## config.mk

```make
export PLATFORM = sky130hd
export DESIGN_NAME = cpu_run_controller
export DESIGN_NICKNAME = d
export VERILOG_FILES = /design/src/rtl/cpu_run_controller.sv
export SDC_FILE = /design/constraint.sdc
export NUM_CORES = 1
export LEC_CHECK = 0
export ABC_AREA = 1
export BUFFER_PORTS_ARGS = -buffer_cell sky130_fd_sc_hd__buf_2
export CORE_MARGIN = 5
export CORE_UTILIZATION = 50
export DETAILED_ROUTE_END_ITERATION = 16
export HOLD_SLACK_MARGIN = 0.05
export PLACE_DENSITY = 0.85
export SKIP_CTS_REPAIR_TIMING = 1
export SLEW_MARGIN = 20
export SYNTH_ARGS = -nofsm -noshare
export SYNTH_HDL_FRONTEND = slang
export SYNTH_SLANG_ARGS = --single-unit
```

## constraint.sdc

```tcl
create_clock -name clk -period 5.2 [get_ports clk]
set_input_delay 1.04 -clock clk [delete_from_list [all_inputs] [get_ports clk]]
set_output_delay 1.04 -clock clk [all_outputs]
set_load 0.05 [all_outputs]
```

## src/rtl/cpu_run_controller.sv

```systemverilog
// rtl/cpu_run_controller.sv - run sequencing, cycle/retire counting and stop detection for a multi-period CPU core
//
// Sequences the core's reset after a start pulse, counts RUN cycles and retired
// instructions (PC changes), and ends the run on a halt instruction, a stalled
// PC or an exhausted cycle budget. Compile-time option: define CPU_RUN_BREAK_EN
// to add a PC breakpoint that outranks every other exit.
//
// Ports:
//   clk, rst          clock, asynchronous active-high reset of this block
//   start             one-cycle pulse; honoured only in IDLE, HALTED, TIMEOUT
//   pc, inst          core program counter and current instruction
//   cpu_rst           reset driven to the core (high except in RUN)
//   running           high while in RUN
//   done, timeout     sticky end-of-run flags (halt/stall vs cycle budget)
//   cycle_count       RUN cycles elapsed, saturating
//   instr_count       retired instructions (PC changes), saturating
//   last_pc           PC captured on the exit cycle
//   bp_en, bp_addr    breakpoint enable and address (CPU_RUN_BREAK_EN only)
//   bp_hit            sticky, run ended on the breakpoint (CPU_RUN_BREAK_EN only)

module cpu_run_controller #(
    parameter int                   ADDR_W      = 32,
    parameter int                   INSTR_W     = 32,
    parameter int                   RST_CYCLES  = 1,
    parameter int                   MAX_CYCLES  = 70,
    parameter int                   STALL_LIMIT = 8,
    parameter logic [INSTR_W-1:0]   HALT_INST   = 32'hFFFF_FFFF,
    parameter int                   CNT_W       = 16
) (
    input  logic                clk,
    input  logic                rst,
    input  logic                start,
    input  logic [ADDR_W-1:0]   pc,
    input  logic [INSTR_W-1:0]  inst,
`ifdef CPU_RUN_BREAK_EN
    input  logic                bp_en,
    input  logic [ADDR_W-1:0]   bp_addr,
    output logic                bp_hit,
`endif
    output logic                cpu_rst,
    output logic                running,
    output logic                done,
    output logic                timeout,
    output logic [CNT_W-1:0]    cycle_count,
    output logic [CNT_W-1:0]    instr_count,
    output logic [ADDR_W-1:0]   last_pc
);

    // Wide enough to hold STALL_LIMIT-1; the run exits before it could wrap.
    localparam int SW = $clog2(STALL_LIMIT + 1);

    typedef enum logic [2:0] {
        IDLE    = 3'd0,
        RESET   = 3'd1,
        RUN     = 3'd2,
        HALTED  = 3'd3,
        TIMEOUT = 3'd4
    } state_t;

    state_t             state, state_d;
    logic [7:0]         rst_cnt, rst_cnt_d;
    logic [SW-1:0]      stall_cnt, stall_cnt_d;
    logic [ADDR_W-1:0]  prev_pc, prev_pc_d;
    logic               cpu_rst_d, running_d, done_d, timeout_d;
    logic [CNT_W-1:0]   cycle_count_d, instr_count_d;
    logic [ADDR_W-1:0]  last_pc_d;
    logic               bp_hit_q, bp_hit_d;

    logic               pc_changed;
    logic               halt_exit, stall_exit, time_exit, bp_exit;
    logic [CNT_W-1:0]   cyc_inc, ins_inc;

    assign pc_changed = (pc != prev_pc);
    assign cyc_inc    = (cycle_count == {CNT_W{1'b1}}) ? cycle_count : cycle_count + 1'b1;
    assign ins_inc    = (instr_count == {CNT_W{1'b1}}) ? instr_count : instr_count + 1'b1;
    assign halt_exit  = (inst == HALT_INST);
    assign stall_exit = !pc_changed && (stall_cnt == SW'(STALL_LIMIT - 1));
    assign time_exit  = (cycle_count == CNT_W'(MAX_CYCLES - 1));

`ifdef CPU_RUN_BREAK_EN
    assign bp_exit = bp_en && (pc == bp_addr);
    assign bp_hit  = bp_hit_q;
`else
    assign bp_exit = 1'b0;
`endif

    always_ff @(posedge clk or posedge rst) begin
        if (rst) begin
            state       <= IDLE;
            rst_cnt     <= '0;
            stall_cnt   <= '0;
            prev_pc     <= '0;
            cpu_rst     <= 1'b1;
            running     <= 1'b0;
            done        <= 1'b0;
            timeout     <= 1'b0;
            cycle_count <= '0;
            instr_count <= '0;
            last_pc     <= '0;
            bp_hit_q    <= 1'b0;
        end else begin
            state       <= state_d;
            rst_cnt     <= rst_cnt_d;
            stall_cnt   <= stall_cnt_d;
            prev_pc     <= prev_pc_d;
            cpu_rst     <= cpu_rst_d;
            running     <= running_d;
            done        <= done_d;
            timeout     <= timeout_d;
            cycle_count <= cycle_count_d;
            instr_count <= instr_count_d;
            last_pc     <= last_pc_d;
            bp_hit_q    <= bp_hit_d;
        end
    end

    always_comb begin
        state_d       = state;
        rst_cnt_d     = rst_cnt;
        stall_cnt_d   = stall_cnt;
        prev_pc_d     = prev_pc;
        cpu_rst_d     = cpu_rst;
        running_d     = running;
        done_d        = done;
        timeout_d     = timeout;
        cycle_count_d = cycle_count;
        instr_count_d = instr_count;
        last_pc_d     = last_pc;
        bp_hit_d      = bp_hit_q;

        case (state)
            IDLE, HALTED, TIMEOUT: begin
                cpu_rst_d = 1'b1;
                running_d = 1'b0;
                if (start) begin
                    state_d       = RESET;
                    rst_cnt_d     = 8'(RST_CYCLES);
                    cycle_count_d = '0;
                    instr_count_d = '0;
                    done_d        = 1'b0;
                    timeout_d     = 1'b0;
                    bp_hit_d      = 1'b0;
                end
            end

            RESET: begin
                cpu_rst_d = 1'b1;
                if (rst_cnt <= 8'd1) begin
                    // Last reset cycle: release the core and snapshot its PC so
                    // the first RUN cycle compares against the reset vector.
                    state_d     = RUN;
                    cpu_rst_d   = 1'b0;
                    running_d   = 1'b1;
                    prev_pc_d   = pc;
                    stall_cnt_d = '0;
                end else begin
                    rst_cnt_d = rst_cnt - 8'd1;
                end
            end

            RUN: begin
                cycle_count_d = cyc_inc;
                if (pc_changed) begin
                    instr_count_d = ins_inc;
                    stall_cnt_d   = '0;
                    prev_pc_d     = pc;
                end else begin
                    stall_cnt_d = stall_cnt + 1'b1;
                end

                if (bp_exit || halt_exit || stall_exit || time_exit) begin
                    cpu_rst_d = 1'b1;
                    running_d = 1'b0;
                    last_pc_d = pc;
                end

                if (bp_exit) begin
                    state_d  = HALTED;
                    done_d   = 1'b1;
                    bp_hit_d = 1'b1;
`ifdef CPU_RUN_BREAK_EN
                    last_pc_d = bp_addr;
`endif
                end else if (halt_exit || stall_exit) begin
                    state_d = HALTED;
                    done_d  = 1'b1;
                end else if (time_exit) begin
                    state_d   = TIMEOUT;
                    timeout_d = 1'b1;
                end
            end

            default: begin
                state_d   = IDLE;
                cpu_rst_d = 1'b1;
                running_d = 1'b0;
            end
        endcase
    end

endmodule

```

Word level (Yosys, flattened, before mapping)
Index checks and enable logic that the tools add are counted.
{"block": "op_classes", "n_addsub": 4, "n_eq_ne": 21, "magnitude_cmp": 1, "n_reduce_logical": 19, "muxes": 32}
{"operator": "16-bit 2-to-1 mux", "n": 4}
{"operator": "32-bit 2-to-1 mux", "n": 2}
{"operator": "16-bit one-hot mux with 2 select lines", "n": 2}
{"operator": "32-bit one-hot mux with 2 select lines", "n": 1}
{"operator": "16-bit by 1-bit adder with 16-bit output, second input constant", "n": 2}
{"operator": "16-bit == test, second input constant", "n": 2}
{"operator": "32-bit == test, second input constant", "n": 1}
{"operator": "32-bit inequality test", "n": 1}
{"operator": "2-bit inequality test, second input constant", "n": 10}
{"operator": "16-bit by 7-bit == test with 1-bit output, second input constant", "n": 1}
{"operator": "8-bit 2-to-1 mux", "n": 2}
{"operator": "8-bit one-hot mux with 2 select lines", "n": 1}
{"operator": "3-bit AND reduction", "n": 5}
{"operator": "3-bit 2-to-1 mux", "n": 4}
{"operator": "3-bit one-hot mux with 3 select lines", "n": 1}
{"operator": "8-bit by 1-bit <= comparator with 1-bit output, second input constant", "n": 1}
{"operator": "1-bit 2-to-1 mux", "n": 8}
{"operator": "4-bit 2-to-1 mux", "n": 2}
{"operator": "1-bit one-hot mux with 2 select lines", "n": 4}
{"operator": "4-bit one-hot mux with 2 select lines", "n": 1}
{"operator": "4-bit AND reduction", "n": 2}
{"operator": "8-bit by 1-bit subtractor with 8-bit output, second input constant", "n": 1}
{"operator": "3-bit by 2-bit == test with 1-bit output, second input constant", "n": 2}
{"operator": "2-bit AND reduction", "n": 3}
{"operator": "11 further kinds", "n": 14}
{"block": "totals", "ff_bits": 115}

Longest topological paths before layout
Gate-level depths: netlist of the first run.
{"block": "logic_depth", "word_depth": 7, "depth_mapped": 13, "ltp_nobuf": 13}

Worst setup path after synthesis of the first run
Ideal clock, no wire load.
{"block": "synth_timing", "path_kind": "input port to flip-flop", "startpoint": "input pc[4]", "endpoint": "register instr_count[0]", "arrival_time_ns": 2.155, "path_stages": 13, "setup_slack_ns": 2.927, "path_cell_list": "inv_1 > nand2_1 > nand2_1 > nand2_1 > nor2_1 > nand2_1 > nor2_2 > nand3_1 > nand3_4 > inv_2 > buf_6 > nand2_1 > nand2_1"}
{"block": "synth_via", "elab_chain_cells": 3}
{"item": "from (decl)", "line_no": "33", "text": "input logic [ADDR_W-1:0] pc,"}
{"item": "32-bit inequality test", "line_no": "73", "text": "assign pc_changed = (pc != prev_pc);"}
{"item": "2-bit inequality test (no source line)"}
{"item": "4-bit AND reduction (no source line)"}
{"item": "to (signal assigned)", "line_no": "111", "text": "instr_count <= instr_count_d;"}
{"item": "to (decl)", "line_no": "45", "text": "output logic [CNT_W-1:0] instr_count,"}
Every way passes these cells.
A chain may end at the register's enable or synchronous reset.

Final worst setup path of the first run
{"block": "layout_timing", "startpoint": "input pc[23]", "endpoint": "register prev_pc[16]"}
{"block": "layout_via", "elab_chain_cells": 3}
{"item": "32-bit inequality test", "line_no": "73"}
{"item": "2-bit inequality test (no source line)"}
{"item": "3-bit AND reduction (no source line)"}
{"item": "to (signal assigned)", "line_no": "105", "text": "prev_pc <= prev_pc_d;"}
{"item": "to (decl)", "line_no": "63", "text": "logic [ADDR_W-1:0] prev_pc, prev_pc_d;"}
Every way passes these cells.

==> results of run 1 <==
[path summary, 6_finish.rpt]
path / startpoint / endpoint / slack [ns] / cells after the start
worst min-delay path: last_pc[27] / last_pc[27] / 0.48 / 2
worst min register to register: last_pc[27] / last_pc[27] / 0.48 / 2
max in group asynchronous: rst / state[2] / 3.58 / 3
worst max register to register: state[2] / instr_count[9] / 2.87 / 5
worst max-delay path: pc[23] / prev_pc[16] / 2.56 / 10
min in group asynchronous: rst / instr_count[13] / 0.76 / 2
[kinds of logic after synthesis]
| kind of cell | count (synthesis) |
|---|---|
| adder cells (fa/ha/maj) | 6 |
| AO/OA/AOI/OAI | 111 |
| AND/OR/NAND/NOR | 389 |
| flip-flops | 115 |
| buffers and inverters | 114 |
| XOR/XNOR | 40 |
[worst max-delay path, delay by kind of cell]
kind / cells / cell delay (ns)
compound gates: 2 / 0.57
buf+inv: 2 / 0.56
simple gates: 5 / 0.53
xor+xnor: 1 / 0.19
[power by group]
part	switching [W]	total [W]	internal [W]
Sequential	0.000141	0.00122	0.00108
Clock	0.000413	0.00131	0.000892
Combinational	0.000681	0.00101	0.000324
Total	0.00124	0.00353	0.00230
[cell type report]
cell class	instances	area, um^2	area share
timing repair buffer	136	686	0.0909
clock inverter	11	198	0.0262
multi-input combinational	546	2760	0.366
inverter	96	370	0.0491
clock buffer	21	470	0.0623
tap	147	184	0.0244
sequential	115	2880	0.382
[placed cells by master (no fill, tap or decap), types with 3 or more instances in the layout]
cell	netlist	routed
ha_1	6	6
nand4_1	14	14
o21ai_1	34	34
bufinv_16	0	5
a21oi_1	8	8
nor2_2	5	5
inv_2	10	10
clkbuf_8	0	3
nor2_1	64	64
nor3_1	14	14
inv_6	0	3
nor4_1	11	11
o31ai_1	3	3
nand3_1	24	24
nand3b_1	3	3
nor2_4	3	3
nand2_1	236	236
dfrtp_1	114	114
o21ai_0	54	54
a31oi_1	3	3
xnor2_1	26	26
clkbuf_16	0	17
xor2_1	14	14
nor3_2	3	3
clkinv_4	1	3
buf_2	8	134
o21ai_2	4	4
inv_1	84	83
[state kept, by name, summed over array words and instances (netlist names)]
register	count
cpu_rst	1
cycle_count	16
done	1
instr_count	16
last_pc	32
prev_pc	32
rst_cnt	8
running	1
stall_cnt	4
state	3
timeout	1
[metrics by stage]
step | utilization | hold WS [ns] | power, W | setup slack (ns) | area [um^2]
floorplan | - | 0.455 | 0.00204 | 1.12 | 6120
global placement | 0.572 | 0.456 | 0.00220 | 2.12 | 6870
detailed placement | 0.572 | 0.472 | 0.00224 | 1.96 | 6870
CTS | 0.628 | 0.485 | 0.00355 | 2.40 | 7540
global route | 0.628 | 0.511 | 0.00376 | 2.29 | 7550
finish | 0.628 | 0.484 | 0.00353 | 2.56 | 7550
[layer usage]
metal	vias up	GRT usage	share of wire
li1	2756	-	-
met1	2536	0.268	0.44
met2	170	0.329	0.48
met3	26	0.0659	0.067
met4	2	0.0765	0.015
met5	-	0	0.0014
==> impl_metrics.yaml, run 1 <==
finish:
  nets: 985
  synthToLayoutAreaGrowth_pct: 23.3
  fin_cells: 1072
  fill_cells: 1019
  drive_gt1_frac: 0.223
  antenna_cells: 0
cts:
  insertion_delay_ns: 0.42
  cts_buffers: 17
  clockBufferDepth: 2
  cts_tree: "built"
  root_buffer: "clkbuf_16"
  clock_sinks: 115
  path_clk_slew_ns: 0.05
  htree_levels: 4
min_path:
  hold_path.class: "flip-flop to flip-flop"
pwr:
  power.density_nw_per_um2: 468
  irDropWorstVdd_mv: 0.283
  p_leak_nw: 3.84
setup_path:
  worst_setup_path_start_kind: "primary input"
  cp_slowest_cell: "buf_4"
  critPathMaxFanout: 42
  cp.required_ns: 5.48
  crit_type: "primary input to flip-flop"
  worstPathArrival_ns: 2.92
  end_kind: "flip-flop"
  crit_top_cell: "nand2_1"
  crit_chain: "buf_2 > xnor2_1 > nand2_1 > nor2_1 > nand2_1 > nor2_2 > nand2_1 > o21ai_4 > buf_4 > o21ai_0"
  worst_path_largest_cell_delay_ns: 0.44
synth:
  synthSimpleGateAreaFrac: 0.282
  ys_top_cells_by_count: "236 x nand2_1, 114 x dfrtp_1, 84 x inv_1"
  synth_top_family_by_area: "simple AND/OR/NAND/NOR gates"
  synth_area_per_cell_um2: 7.90
  synthArstFlopShare: 1.00
  synth_area_leaders: "dfrtp_1 47%, nand2_1 14%, inv_1 5.2%, o21ai_0 4.4%, nor2_1 3.9%"
  synth_nets: 848
  synth-seq-cells: 115
  synth_mux_area_frac: 0
  yosys.cell_types.count: 43
  synth_xor_area_frac: 0.0572
  netlist_area_um2: 6120
  netlist_instances: 775
  seq_area_frac_synth: 0.470
  ys.flop_type: "dfrtp_1"
  synth_warnings: 0
  synth_top_cell_area_share: 0.466
  yosys.area.top_type: "dfrtp_1"
  synth-edff-count: 0
  yosysMostFrequentCell: "nand2_1"
  synth_compound_area_frac: 0.0983
  synth_fa_ha_area_frac: 0.0123
timing:
  period_needed_ns: 2.64
  hold_violations: 0
  maxSlewViolCount: 0
  min_period_over_period: 0.507
  setup_viol: 0
  worst_slew_pin_slew_ns: 0.834
  setup_tns_ns: 0
  rsz0062_at_grt: "no"
  slew_headroom: 0.442
  fmax_mhz: 379
  clock_skew_ns: 0.00999
grt:
  grt-ovfl-total: 0
  antenna_found_initial: 1
  grt_pass1_wl_um: 24300
  grt_usage: 0.208
  grt_pass1_vias: 5192
  grt_max_degree: 87
placement:
  hpwl_um: 10600
  io_buffers: 134
  dp.cells: 1040
  place_congestion: 0.924
floorplan:
  rows: 40
  io_pins: 135
  core_um2: 12000
  die_y_um: 121
  dieArea_um2: 14600
  start_util: 0.510
  fp.dieW_um: 121
detailed_routing:
  drtAntennaViolNets: 0
  vias: 5490
  drc: 0
  vias_per_cell: 5.12
  first_pass_iters: 5
  first_iter_violations: 503
  drt-total-wl_um: 14800
  post_drt_wl_per_cell_um: 13.8
run:
  cap_viol_max_count: 0
run_status:
  status: "completed"
Power figures use the tool's default switching activity.
==> inputs of run 2 (changes only) <==
Settings changed: ABC_AREA 1 to 0, CORE_UTILIZATION 50 to 49, PLACE_DENSITY 0.85 to 0.88.
Clock period 5.2 ns to 2.4 ns, I/O delays scaled along.
==> run 2 against run 1 <==
Utilization rose by 0.97 points. Total power rose by 120%. First-iteration DRC count shrank 50%. Cell area shrank 3.5%. Via count is 17% lower. Critical path type is now flip-flop to flip-flop. Area after synthesis is 6.6% lower. Highest routed layer is now met4.
==> impl_metrics.yaml, run 2 <==
synth:
  synth_warnings: 0
  synth_area_leaders: "dfrtp_1 50%, mux2_2 11%, xnor2_1 6.3%, nand4_1 3.1%, nand2_1 2.2%"
  synth-edff-count: 0
  seq_area_frac_synth: 0.504
  yosys.cell_types.count: 59
  synth_fa_ha_area_frac: 0.0131
  synthSimpleGateAreaFrac: 0.171
  synth_top_cell_area_share: 0.499
  synth-seq-cells: 115
  synth_compound_area_frac: 0.0727
  yosys.area.top_type: "dfrtp_1"
  synth_mux_area_frac: 0.128
  synth_nets: 583
  synthArstFlopShare: 1.00
  ys_top_cells_by_count: "114 x dfrtp_1, 54 x mux2_2, 41 x xnor2_1"
  ys.flop_type: "dfrtp_1"
  netlist_area_um2: 5710
  synth_top_family_by_area: "simple AND/OR/NAND/NOR gates"
  netlist_instances: 510
  yosysMostFrequentCell: "dfrtp_1"
  synth_area_per_cell_um2: 11.2
  synth_xor_area_frac: 0.0766
pwr:
  p_leak_nw: 3.15
  power.density_nw_per_um2: 1090
  irDropWorstVdd_mv: 0.946
placement:
  dpl_worst_slack_ns: -0.142
  hpwl_um: 9870
  io_buffers: 134
  place_congestion: 0.895
cts:
  path_clk_slew_ns: 0.06
  root_buffer: "clkbuf_16"
  cts_tree: "built"
  insertion_delay_ns: 0.42
  htree_levels: 4
  cts_buffers: 17
  clockBufferDepth: 2
  clock_sinks: 115
timing:
  clock_skew_ns: 0.00671
  setup_tns_ns: 0
  setup_viol: 0
  fmax_mhz: 431
  maxSlewViolCount: 0
  hold_violations: 0
  worst_slew_pin_slew_ns: 0.638
  min_period_over_period: 0.966
  period_needed_ns: 2.32
  layout_setup_ws_ns: 0.0817
  slew_headroom: 0.572
detailed_routing:
  drtAntennaViolNets: 0
  vias_per_cell: 5.63
  post_drt_wl_per_cell_um: 17.4
  vias: 4584
  drc: 0
  first_pass_iters: 4
  first_iter_violations: 249
  drt-total-wl_um: 14100
setup_path:
  cp_slowest_cell: "dfrtp_1"
  crit_type: "flip-flop to flip-flop"
  critPathMaxFanout: 11
  worst_setup_path_start_kind: "flip-flop"
  end_kind: "flip-flop"
  crit_chain: "xnor2_1 > nand4_1 > nor4_2 > buf_4 > nand3_2 > a31oi_4 > clkbuf_16 > mux2_2"
  worstPathArrival_ns: 2.62
  worst_path_largest_cell_delay_ns: 0.38
  cp.required_ns: 2.71
grt:
  grt-ovfl-total: 0
  grt_pass1_vias: 4822
  grt_usage: 0.207
  grt_pass1_wl_um: 23700
  grt_max_degree: 116
  antenna_found_initial: 0
floorplan:
  io_pins: 135
  rows: 39
  dieArea_um2: 13900
  fp.dieW_um: 118
  die_y_um: 118
  core_um2: 11400
  start_util: 0.500
finish:
  fill_cells: 874
  final_common_cell: "buf_2"
  antenna_cells: 0
  drive_gt1_frac: 0.374
  synthToLayoutAreaGrowth_pct: 27.5
  nets: 731
  layout_common_cells: "134 x buf_2, 114 x dfrtp_1, 54 x mux2_2"
  reg_top3: "last_pc: 32 flops, prev_pc: 32 flops"
min_path:
  hold_path.class: "primary input to asynchronous set/reset pin"
run_status:
  status: "completed"
run:
  cap_viol_max_count: 0
run 2: cell families after synthesis:
kind of cell	after synthesis
adder cells (fa/ha/maj)	6
buffers and inverters	34
AND/OR/NAND/NOR	177
multiplexers	65
flip-flops	115
AO/OA/AOI/OAI	63
XOR/XNOR	50
run 2: cell type report:
cell class / count / area (um^2) / area share
clock inverters: 11 / 174 / 0.0239
flip-flops and latches: 115 / 2880 / 0.395
clock buffers: 21 / 470 / 0.0646
well taps: 143 / 179 / 0.0246
inverters: 13 / 52.6 / 0.00721
multi-input cells: 361 / 2670 / 0.367
repair buffers: 150 / 858 / 0.118
run 2: worst paths after layout:
check,cells past startpoint,end,startpoint,slack (ns)
setup / recovery,8,last_pc[23],prev_pc[2],0.08
hold / removal,3,prev_pc[17],rst,0.25
setup reg to reg,8,last_pc[23],prev_pc[2],0.08
hold reg to reg,1,last_pc[1],last_pc[1],0.48
max in group asynchronous,3,prev_pc[26],rst,1.74
min in group clk,2,last_pc[4],pc[4],0.33
run 2: routing by layer:
layer	track usage	vias up	part of all wire	wire [um]
met4	0.0817	0	0.021	301
met3	0.0754	32	0.073	1030
met1	0.249	2245	0.40	5700
met5	0	-	0	0
li1	-	2149	-	-
met2	0.336	158	0.50	7110
run 2: worst max-delay path: cells and delay by family, from the launching register on:
kind,cells,cell delay [ns]
AOI/OAI and AO/OA,1,0.31
xor gates and xnor gates,1,0.19
buffers and inverters,2,0.41
DFF,1,0.38
muxes,1,0.34
and+or+nand+nor,3,0.57
run 2: report_power, final:
group,internal (W),switching [W]
logic,0.00104,0.00137
clock network,0.00182,0.000914
registers,0.00238,0.000395
run 2: stage by stage:
step	instance area, um^2	total power, W	instances	hold WS (ns)	utilization
after floorplan	5720	0.00464	510	0.464	-
after global routing	7280	0.00833	814	0.302	0.638
final	7280	0.00792	814	0.248	0.638
after CTS	7220	0.00795	812	0.264	0.632
after detailed placement	6570	0.00517	780	0.469	0.576
after global placement	6570	0.00504	780	0.465	0.576
